[src/rtl/serial_subtractor.sv]
// -----------------------------------------------------------------------------
// serial_subtractor
//
// Bit-serial, LSB-first subtractor. It computes D = A - B - bin over WIDTH
// clock cycles. A single full-subtractor cell and a borrow flip-flop do the
// arithmetic. It is the low-area counterpart of the parallel adders, for
// datapaths where throughput does not matter.
//
// Handshake (start/busy/done):
//   start is sampled only in IDLE. The edge that sees start=1 is the accepting
//   edge: A, B and bin are captured there and never looked at again. busy is
//   high for the WIDTH shift cycles. done is a single-cycle pulse that follows.
//   D/Bo/Z/V are valid from the start of that pulse and hold until the next
//   completed operation or a reset. start seen in SHIFT or DONE is ignored.
//
// Ports:
//   clk    in   system clock, rising-edge
//   rst    in   asynchronous active-high reset (aborts any operation)
//   start  in   operation request
//   A      in   [WIDTH-1:0] minuend
//   B      in   [WIDTH-1:0] subtrahend
//   bin    in   borrow-in
//   busy   out  high while shifting
//   done   out  one-cycle completion pulse
//   D      out  [WIDTH-1:0] registered difference
//   Bo     out  borrow-out (1 = unsigned A < B + bin)
//   Z      out  D == 0
//   V      out  two's-complement signed overflow
//   state  out  [1:0] FSM state for observation (00 IDLE, 01 SHIFT, 10 DONE)
// -----------------------------------------------------------------------------
module serial_subtractor #(
    parameter int WIDTH = 8
) (
    input  logic             clk,
    input  logic             rst,
    input  logic             start,
    input  logic [WIDTH-1:0] A,
    input  logic [WIDTH-1:0] B,
    input  logic             bin,
    output logic             busy,
    output logic             done,
    output logic [WIDTH-1:0] D,
    output logic             Bo,
    output logic             Z,
    output logic             V,
    output logic [1:0]       state
);

    // One extra counter bit lets the count reach WIDTH without wrapping.
    localparam int CW = $clog2(WIDTH) + 1;
    localparam logic [CW-1:0] LAST_CNT = CW'(WIDTH - 1);

    typedef enum logic [1:0] {
        IDLE  = 2'b00,
        SHIFT = 2'b01,
        DONE  = 2'b10
    } state_t;

    state_t cur_state;
    state_t nxt_state;

    // Operand and partial-result shift registers
    logic [WIDTH-1:0] a_sr;
    logic [WIDTH-1:0] b_sr;
    logic [WIDTH-1:0] d_sr;
    logic             br;
    logic [CW-1:0]    cnt;

    // Operand sign bits captured at accept time, used for overflow at the end
    logic             amsb;
    logic             bmsb;

    // Full-subtractor cell and derived values
    logic             a0;
    logic             b0;
    logic             d_bit;
    logic             br_next;
    logic             last_shift;
    logic [WIDTH-1:0] d_final;

    always_comb begin
        a0         = a_sr[0];
        b0         = b_sr[0];
        d_bit      = a0 ^ b0 ^ br;
        br_next    = (~a0 & b0) | (~(a0 ^ b0) & br);
        // Result bits enter at the MSB. After WIDTH shifts the first
        // (least significant) bit has reached position 0.
        d_final    = {d_bit, d_sr[WIDTH-1:1]};
        last_shift = (cnt == LAST_CNT);
    end

    // -------------------------------------------------------------------------
    // FSM: state register
    // -------------------------------------------------------------------------
    always_ff @(posedge clk or posedge rst) begin
        if (rst) begin
            cur_state <= IDLE;
        end else begin
            cur_state <= nxt_state;
        end
    end

    // -------------------------------------------------------------------------
    // FSM: next state and status outputs
    // -------------------------------------------------------------------------
    always_comb begin
        nxt_state = cur_state;
        busy      = 1'b0;
        done      = 1'b0;
        case (cur_state)
            IDLE: begin
                if (start) begin
                    nxt_state = SHIFT;
                end
            end
            SHIFT: begin
                busy = 1'b1;
                if (last_shift) begin
                    nxt_state = DONE;
                end
            end
            DONE: begin
                done      = 1'b1;
                nxt_state = IDLE;
            end
            default: begin
                nxt_state = IDLE;
            end
        endcase
    end

    assign state = cur_state;

    // -------------------------------------------------------------------------
    // Datapath
    // -------------------------------------------------------------------------
    always_ff @(posedge clk or posedge rst) begin
        if (rst) begin
            a_sr <= '0;
            b_sr <= '0;
            d_sr <= '0;
            br   <= 1'b0;
            cnt  <= '0;
            amsb <= 1'b0;
            bmsb <= 1'b0;
            D    <= '0;
            Bo   <= 1'b0;
            Z    <= 1'b0;
            V    <= 1'b0;
        end else begin
            case (cur_state)
                IDLE: begin
                    if (start) begin
                        a_sr <= A;
                        b_sr <= B;
                        d_sr <= '0;
                        br   <= bin;
                        amsb <= A[WIDTH-1];
                        bmsb <= B[WIDTH-1];
                        cnt  <= '0;
                    end
                end
                SHIFT: begin
                    a_sr <= a_sr >> 1;
                    b_sr <= b_sr >> 1;
                    d_sr <= d_final;
                    br   <= br_next;
                    cnt  <= cnt + 1'b1;
                    // The visible outputs change only here, so they hold the
                    // previous result for the whole shift phase.
                    if (last_shift) begin
                        D  <= d_final;
                        Bo <= br_next;
                        Z  <= ~|d_final;
                        // Overflow: operand signs differ and the result sign
                        // differs from the minuend's.
                        V  <= (amsb ^ bmsb) & (d_final[WIDTH-1] ^ amsb);
                    end
                end
                DONE: begin
                    cnt <= '0;
                end
                default: begin
                    cnt <= '0;
                end
            endcase
        end
    end

endmodule

[config.mk]
export PLATFORM = sky130hd
export DESIGN_NAME = serial_subtractor
export DESIGN_NICKNAME = d
export VERILOG_FILES = /design/src/rtl/serial_subtractor.sv
export SDC_FILE = /design/constraint.sdc
export NUM_CORES = 1
export LEC_CHECK = 0
export ABC_AREA = 1
export ABC_CLOCK_PERIOD_IN_PS = 1800
export CAP_MARGIN = 20
export CORE_UTILIZATION = 35
export CTS_CLUSTER_SIZE = 40
export DETAILED_ROUTE_END_ITERATION = 10
export DONT_BUFFER_PORTS = 1
export PLACE_DENSITY = 0.5
export SYNTH_ARGS = -nofsm -noshare
export SYNTH_HDL_FRONTEND = slang
export SYNTH_SLANG_ARGS = --single-unit
[constraint.sdc]
create_clock -name clk -period 1.8 [get_ports clk]
set_clock_uncertainty 0.05 [all_clocks]
set_input_delay 0.54 -clock clk [delete_from_list [all_inputs] [get_ports clk]]
set_output_delay 0.54 -clock clk [all_outputs]
set_load 0.02 [all_outputs]
# Word-level counts from Yosys, hierarchy flattened
# Index checks and enable logic that the tools add are counted.
# Widths: inputs -> output; s select.
[word_totals]
reg_bits = 44
input_bits = 20
[classes]
bitwise_logic = 10
n_eq_ne = 5
n_reduce_logical = 8
n_addsub = 1
mux = 15
[op_table]
columns = ["cell", "count"]
rows = [
  ["$pmux 8 s2", 3],
  ["$mux 8", 3],
  ["$pmux 4 s2", 1],
  ["$reduce_and 2->1", 4],
  ["$reduce_or 8->1", 1],
  ["$add 4x1->4 const B", 1],
  ["$eq 4x3->1 const B", 1],
  ["$mux 2", 2],
  ["$mux 4", 1],
  ["$ne 2x2->1 const B", 2],
  ["$pmux 2 s2", 1],
  ["$xor 1x1->1", 4],
  ["$and 1x1->1", 3],
  ["$mux 1", 3],
  ["$eq 2x1->1 const B", 1],
  ["$eq 2x2->1 const B", 1],
  ["$logic_not 2->1", 1],
  ["$not 1->1", 2],
  ["$pmux 1 s2", 1],
  ["$reduce_bool 2->1", 1],
  ["$logic_not 1->1", 1],
  ["$or 1x1->1", 1],
]

# Depth between registers and ports, before layout
# Gate-level depths: netlist of the first run.
[logic_depth]
ltp_word = 5
ltp_mapped = 7
ltp_nobuf = 7

# Least setup slack after synthesis of the first run
# OpenSTA, ideal clock, no wires.
[synth_path]
kind = "reg-to-output"
start = "register cur_state[0] (netlist: state[0])"
end = "output port busy"
stages_incl_launch_ff = 4
t_arrival_ns = 0.972
setup_slack_ns = 0.238
required_time_ns = 1.210
path_buffers = 1
cell_sequence = "dfrtp_1 > inv_2 > nor2_4 > buf_6"
[synth_via]
elab_chain_len = 2
[synth_rtl]
columns = ["item", "line_no", "text"]
rows = [
  ["start: declaration", "59", "state_t cur_state;"],
  ["start signal: assignment", "99", "cur_state <= nxt_state;"],
  ["$eq 2x1->1", "110", "case (cur_state)"],
  ["$mux 1", "110", ""],
  ["end: declaration", "40", "output logic busy,"],
]
# Every way passes these cells.

# Worst setup path after layout of the first run
# Ends and elaborated chain as after synthesis.

==> results of run 1 <==
metal layers:
metal  vias up  part of all wire  GRT usage
met5         -                 0          0
met4         0             0.013     0.0509
met3         7             0.065     0.0560
met2        33              0.42      0.232
met1       666              0.50      0.210
li1        758                 -          -
per-stage QoR:
step / util / hold WS [ns] / instance area [sq um]
2_1_floorplan: - / 0.399 / 1980
3_3_place_gp: 0.381 / 0.415 / 2080
3_5_place_dp: 0.381 / 0.416 / 2080
4_1_cts: 0.396 / 0.112 / 2170
5_1_grt: 0.397 / 0.125 / 2170
6_report: 0.397 / 0.107 / 2170
layout make-up:
type / count / area [sq um] / area share
Sequential cell: 43 / 1080 / 0.497
Multi-Input combinational cell: 176 / 788 / 0.363
Tap cell: 72 / 90.1 / 0.0415
Clock buffer: 7 / 76.3 / 0.0352
Inverter: 18 / 67.6 / 0.0311
Timing Repair Buffer: 7 / 65.1 / 0.0300
Clock inverter: 1 / 5.00 / 0.00231
worst min path at each step:
stage | startpoint | end | cells past startpoint
6_report | rst | cnt[2] | 2
4_1_cts | rst | bmsb | 2
3_5_place_dp | a_sr[3] | a_sr[3] | 2
5_1_grt | rst | cnt[1] | 2
2_1_floorplan | a_sr[1] | a_sr[1] | 2
3_3_place_gp | a_sr[6] | a_sr[6] | 2
sequential cells by signal, indices dropped and copies added (netlist names):
name	flops
Bo	1
D	8
V	1
Z	1
a_sr	8
amsb	1
b_sr	8
bmsb	1
br	1
cnt	4
d_sr	7
state	2
repair_timing:
action                                  4_1_cts  5_1_grt
pin swaps                                     0        1
buffers inserted                              0        0
resized for setup                             2        1
endpoints found under the setup margin        1        1
cells in the final DEF (no fill, tap or decap), types with 5 or more instances in the layout:
cell type,n
nand2_1,129
nand3_1,9
dfrtp_1,41
o21ai_0,13
buf_4,6
inv_1,16
clkbuf_8,5
nor2_1,9
o21ai_2,7
cell families (layout without fill, tap and decap cells):
logic type / after synthesis / after routing / share of synthesized area
and+or+nand+nor: 152 / 152 / 0.304
AOI/OAI and AO/OA: 21 / 21 / 0.0664
buffers and inverters: 25 / 33 / 0.0594
adders and majority gates: 3 / 3 / 0.0265
DFF: 43 / 43 / 0.544
report_power, final:
group | leakage [nW] | total [W] | internal (W) | switching [W]
Clock | 0.0422 | 0.000604 | 0.000273 | 0.000331
Combinational | 0.563 | 0.00142 | 0.000528 | 0.000891
Sequential | 0.541 | 0.00185 | 0.00139 | 0.000460
Total | 1.15 | 0.00387 | 0.00219 | 0.00168
worst max-delay path: cells and delay by family (launching register included):
| family | cells | cell delay [ns] |
|---|---|---|
| buf+inv | 1 | 0.06 |
| flops | 1 | 0.44 |
| simple gates | 1 | 0.32 |
==> results.cfg, run 1 <==
[yosys]
synth_nets = 267
syn-instance-count = 244
synth_ff_type = dfrtp_1
synth.yosys.warnings = 0
synth.top_cells.by_count = 129 x nand2_1, 43 x dfrtp_1, 17 x inv_1
asyncSetResetFlopFracSynth = 1.00
synth-seq-cells = 43
synth_area_sq_um = 1980
synthesis.area_per_instance_sq_um = 8.11
edff_count_synth = 0
synth_seq_area_share = 0.544
post-synth-top-count-cell = nand2_1
synthDominantCellAreaShare = 0.544
synth.top_cells.by_area = dfrtp_1 54%, nand2_1 24%, o21ai_0 3.3%
synth_top_area_cell = dfrtp_1
synthDistinctLibCells = 19

[sta]
worst_slew_pin_slew_ns = 0.466
setup_tns_ns = 0
min_period_over_period = 0.951
hold_viol_final = 0
clock.fmax_mhz = 584
final-setup-viol-count = 0
finalMaxSlewViolations = 0
rsz_0062_raised_after_global_routing = no
finalWorstSetupSlack_ns = 0.0879
post-route-min-period_ns = 1.71
maxSlewHeadroom = 0.689

[drt]
post_drt_wl_per_cell_um = 12.7
postRouteWirelength_um = 4120
number_of_remaining_drc_errors = 0
post_drt_via_cell_ratio = 4.52
vias = 1464
detail-route-antenna-nets = 0
first_iter_violations = 71
drt-pass1-iter-count = 4

[clock_network]
cts_inserted_buffers = 5
cts.sinks = 43
cts.reportedPaths.clkPinSlew_ns = 0.08
cts_hold_buffers = 0
max_clock_buf_depth = 2
clk_latency_ns = 0.30
cts_tree = yes
cts.root.buffer_cell = clkbuf_8
h-tree-depth = 2

[power]
p_leak_nw = 1.15
post-layout-total-power_w = 0.00387
power_density_nw_per_um2 = 1780
vdd_drop_max_mv = 0.565

[worst_setup_path]
critPathLaunch = state[0]
critPathMaxFanout = 7
rrSetupSlack_ns = 0.26
reg2reg_depth = 5
setup.worst_path.start_class = register
beginning_of_the_worst_register_to_register_path = state[1]
timing.critical_path.slowest_cell_delay_ns = 0.44
timing.critical_path.arrival_ns = 1.12
critical-path-slowest-cell = dfrtp_2
criticalPathCategory = register to output pin
critPathCapture = busy
worstPathCellList = inv_2 -> nor2_4
worst-endpoint-required_ns = 1.21
kind_of_end_point_of_the_critical_path = output pin
endpoint_of_the_most_critical_register_to_register_path = D[0]

[cells_and_area]
final_cell_count_no_fill = 324
num-fill-cells = 577
final_nets = 274
area_growth_pct = 9.67
drive_above_1_share = 0.107
insertedDiodeCount = 0

[placed_design]
detailedPlace.worstSlack_ns = 0.187
port-buffer-count = 0
placed_cells = 316
dp.final_hpwl_um = 2850
gpl.final_weighted_congestion = 0.744

[die]
die_area_sq_um = 5960
initial_utilization = 0.362
fp-row-count = 27
floorplan.die.width_um = 77.2
fp.coreArea_sq_um = 5470
die_height_um = 77.2
io-pin-count = 35

[status]
run_status = completed

[grt]
track_usage = 0.156
antenna_found_initial = 0
global_route.overflow_total = 0
grt_max_degree = 44
first_global_vias = 1460
grt_pass1_wl_um = 7130

[run]
max_cap_viol_count = 0

[hold_path]
hold_path_class = primary input to async pin
Note: power is estimated with default switching activity, not from simulation.
==> run 2: changes to the inputs <==
--- a/config.mk
+++ b/config.mk
@@ -6,13 +6,14 @@
 export NUM_CORES = 1
 export LEC_CHECK = 0
 export ABC_AREA = 1
-export ABC_CLOCK_PERIOD_IN_PS = 1800
+export ABC_CLOCK_PERIOD_IN_PS = 1560
 export CAP_MARGIN = 20
 export CORE_UTILIZATION = 35
 export CTS_CLUSTER_SIZE = 40
 export DETAILED_ROUTE_END_ITERATION = 10
 export DONT_BUFFER_PORTS = 1
-export PLACE_DENSITY = 0.5
+export MAX_ROUTING_LAYER = met4
+export PLACE_DENSITY = 0.52
 export SYNTH_ARGS = -nofsm -noshare
 export SYNTH_HDL_FRONTEND = slang
 export SYNTH_SLANG_ARGS = --single-unit
==> constraint.sdc (replaced) <==
create_clock -name clk -period 1.56 [get_ports clk]
set_clock_uncertainty 0.05 [all_clocks]
set_input_delay 0.468 -clock clk [delete_from_list [all_inputs] [get_ports clk]]
set_output_delay 0.468 -clock clk [all_outputs]
set_load 0.02 [all_outputs]
==> run 2 against run 1 <==
Net effect:
- worst hold slack worse by 0.061 ns
- non-clock buffer count up 4
- critical path depth up 1
- utilization up 1.2 points
- die area unchanged
- sequential share of layout area down 1.5 points
- final cell count up 1.2%
- first-iteration DRC count up 46%
- sequential power up 14%
- via count up 4.5%
- the run now ends with negative setup slack left
- clock power up 29%
==> results.cfg, run 2 (synthesized netlist as in run 1, its figures left out) <==
[drt]
first_iter_violations = 104
post_drt_via_cell_ratio = 4.66
postRouteWirelength_um = 4080
drt-pass1-iter-count = 4
number_of_remaining_drc_errors = 0
detail-route-antenna-nets = 0
vias = 1530
post_drt_wl_per_cell_um = 12.4

[worst_setup_path]
criticalPathCategory = register to output pin
setup.worst_path.start_class = register
rrSetupSlack_ns = 0.13
worst-endpoint-required_ns = 1.04
timing.critical_path.arrival_ns = 1.08
kind_of_end_point_of_the_critical_path = output pin
reg2reg_depth = 6
critPathMaxFanout = 4

[grt]
grt_pass1_wl_um = 6840
antenna_found_initial = 0
first_global_vias = 1447
grt_max_degree = 44
track_usage = 0.153
global_route.overflow_total = 0

[clock_network]
cts.reportedPaths.clkPinSlew_ns = 0.08
max_clock_buf_depth = 2
cts.sinks = 43
h-tree-depth = 2
clk_latency_ns = 0.29
cts.root.buffer_cell = clkbuf_8
cts_tree = yes
cts_inserted_buffers = 5
cts_hold_buffers = 0

[die]
io-pin-count = 35
initial_utilization = 0.362
die_area_sq_um = 5960
fp-row-count = 27
floorplan.die.width_um = 77.2
fp.coreArea_sq_um = 5470
die_height_um = 77.2

[power]
share_comb_of_total_power = 0.376
psw_w = 0.00195
netSwitchingFraction = 0.421
power_density_nw_per_um2 = 2070
p_int_w = 0.00268
clkPwrFrac = 0.168
vdd_drop_max_mv = 0.794
post-layout-total-power_w = 0.00463
share_seq_of_total_power = 0.456
p_leak_nw = 1.18

[placed_design]
dp.final_hpwl_um = 2800
placed_cells = 319
detailedPlace.worstSlack_ns = 0.139
cell_area_placed_sq_um = 2120
gpl.final_weighted_congestion = 0.720
port-buffer-count = 0

[sta]
rsz_0062_raised_after_global_routing = yes
clock.fmax_mhz = 626
finalWorstSetupSlack_ns = -0.0369
maxSlewHeadroom = 0.697
min_period_over_period = 1.02
final-setup-viol-count = 2
hold_viol_final = 0
finalMaxSlewViolations = 0
post-route-min-period_ns = 1.60
worst_slew_pin_slew_ns = 0.454

[cells_and_area]
post-route-util = 0.409
final_cell_count_no_fill = 328
most-common-layout-cells = 129 x nand2_1, 42 x dfrtp_1, 16 x inv_1
largest_registers = D: 8 flops, a_sr: 8 flops, b_sr: 8 flops
layout.cell_area.non_filler_sq_um = 2240
drive_above_1_share = 0.125
area_growth_pct = 13.0
final_nets = 278
insertedDiodeCount = 0
layout.cells.most_common = nand2_1

[status]
run_status = finished, violations left
violations = negative setup slack

[hold_path]
hold_path_class = primary input to async pin

[run]
max_cap_viol_count = 0
[run 2: cell type report]
class                      count  area (sq um)
fill                         611          3240
sequential                    43          1080
multi-input combinational    176           791
timing repair buffer          11           111
clock buffer                   8           100
tap                           72          90.1
inverter                      18          67.6
[run 2: what timing repair did]
action                     4_1_cts  5_1_grt
gates resized for setup          1        3
setup endpoints to repair        2        3
setup buffers                    1        0
pin swaps                        1        0
[run 2: critical path, cell delays in order (launching register included)]
cell     delay [ns]
dfrtp_1        0.43
buf_6          0.15
nor2_2         0.07
buf_4          0.14
[run 2: final timing paths]
check,from,to
setup reg to reg,a_sr[0],V
hold reg to reg,b_sr[2],b_sr[2]
max in group asynchronous,rst,state[1]
hold / removal,rst,D[5]
min in group clk,bin,br
setup / recovery,state[0],done
[run 2: power by group through the flow]
stage               Sequential [W]  Combinational, W  Clock [W]
floorplan                  0.00207           0.00131          0
detailed placement         0.00214           0.00174          0
global placement           0.00213           0.00172          0
CTS                        0.00212           0.00177   0.000798
global route               0.00217           0.00204   0.000845
finish                     0.00211           0.00174   0.000778
[run 2: routing by layer]
| metal | part of all wire | wire length, um | vias to the layer above | global-route usage |
|---|---|---|---|---|
| li1 | - | - | 768 | - |
| met1 | 0.49 | 2000 | 715 | 0.200 |
| met2 | 0.44 | 1790 | 40 | 0.223 |
| met3 | 0.057 | 231 | 7 | 0.0405 |
| met4 | 0.016 | 64 | 0 | 0.0623 |
| met5 | 0 | 0 | - | - |
[run 2: through the flow]
stage	setup TNS [ns]	hold slack (ns)
after detailed placement	0	0.371
after CTS	-0.0941	0.0532
after floorplan	0	0.399
after global placement	0	0.371
final	-0.0538	0.0459
after global routing	-0.176	0.0570
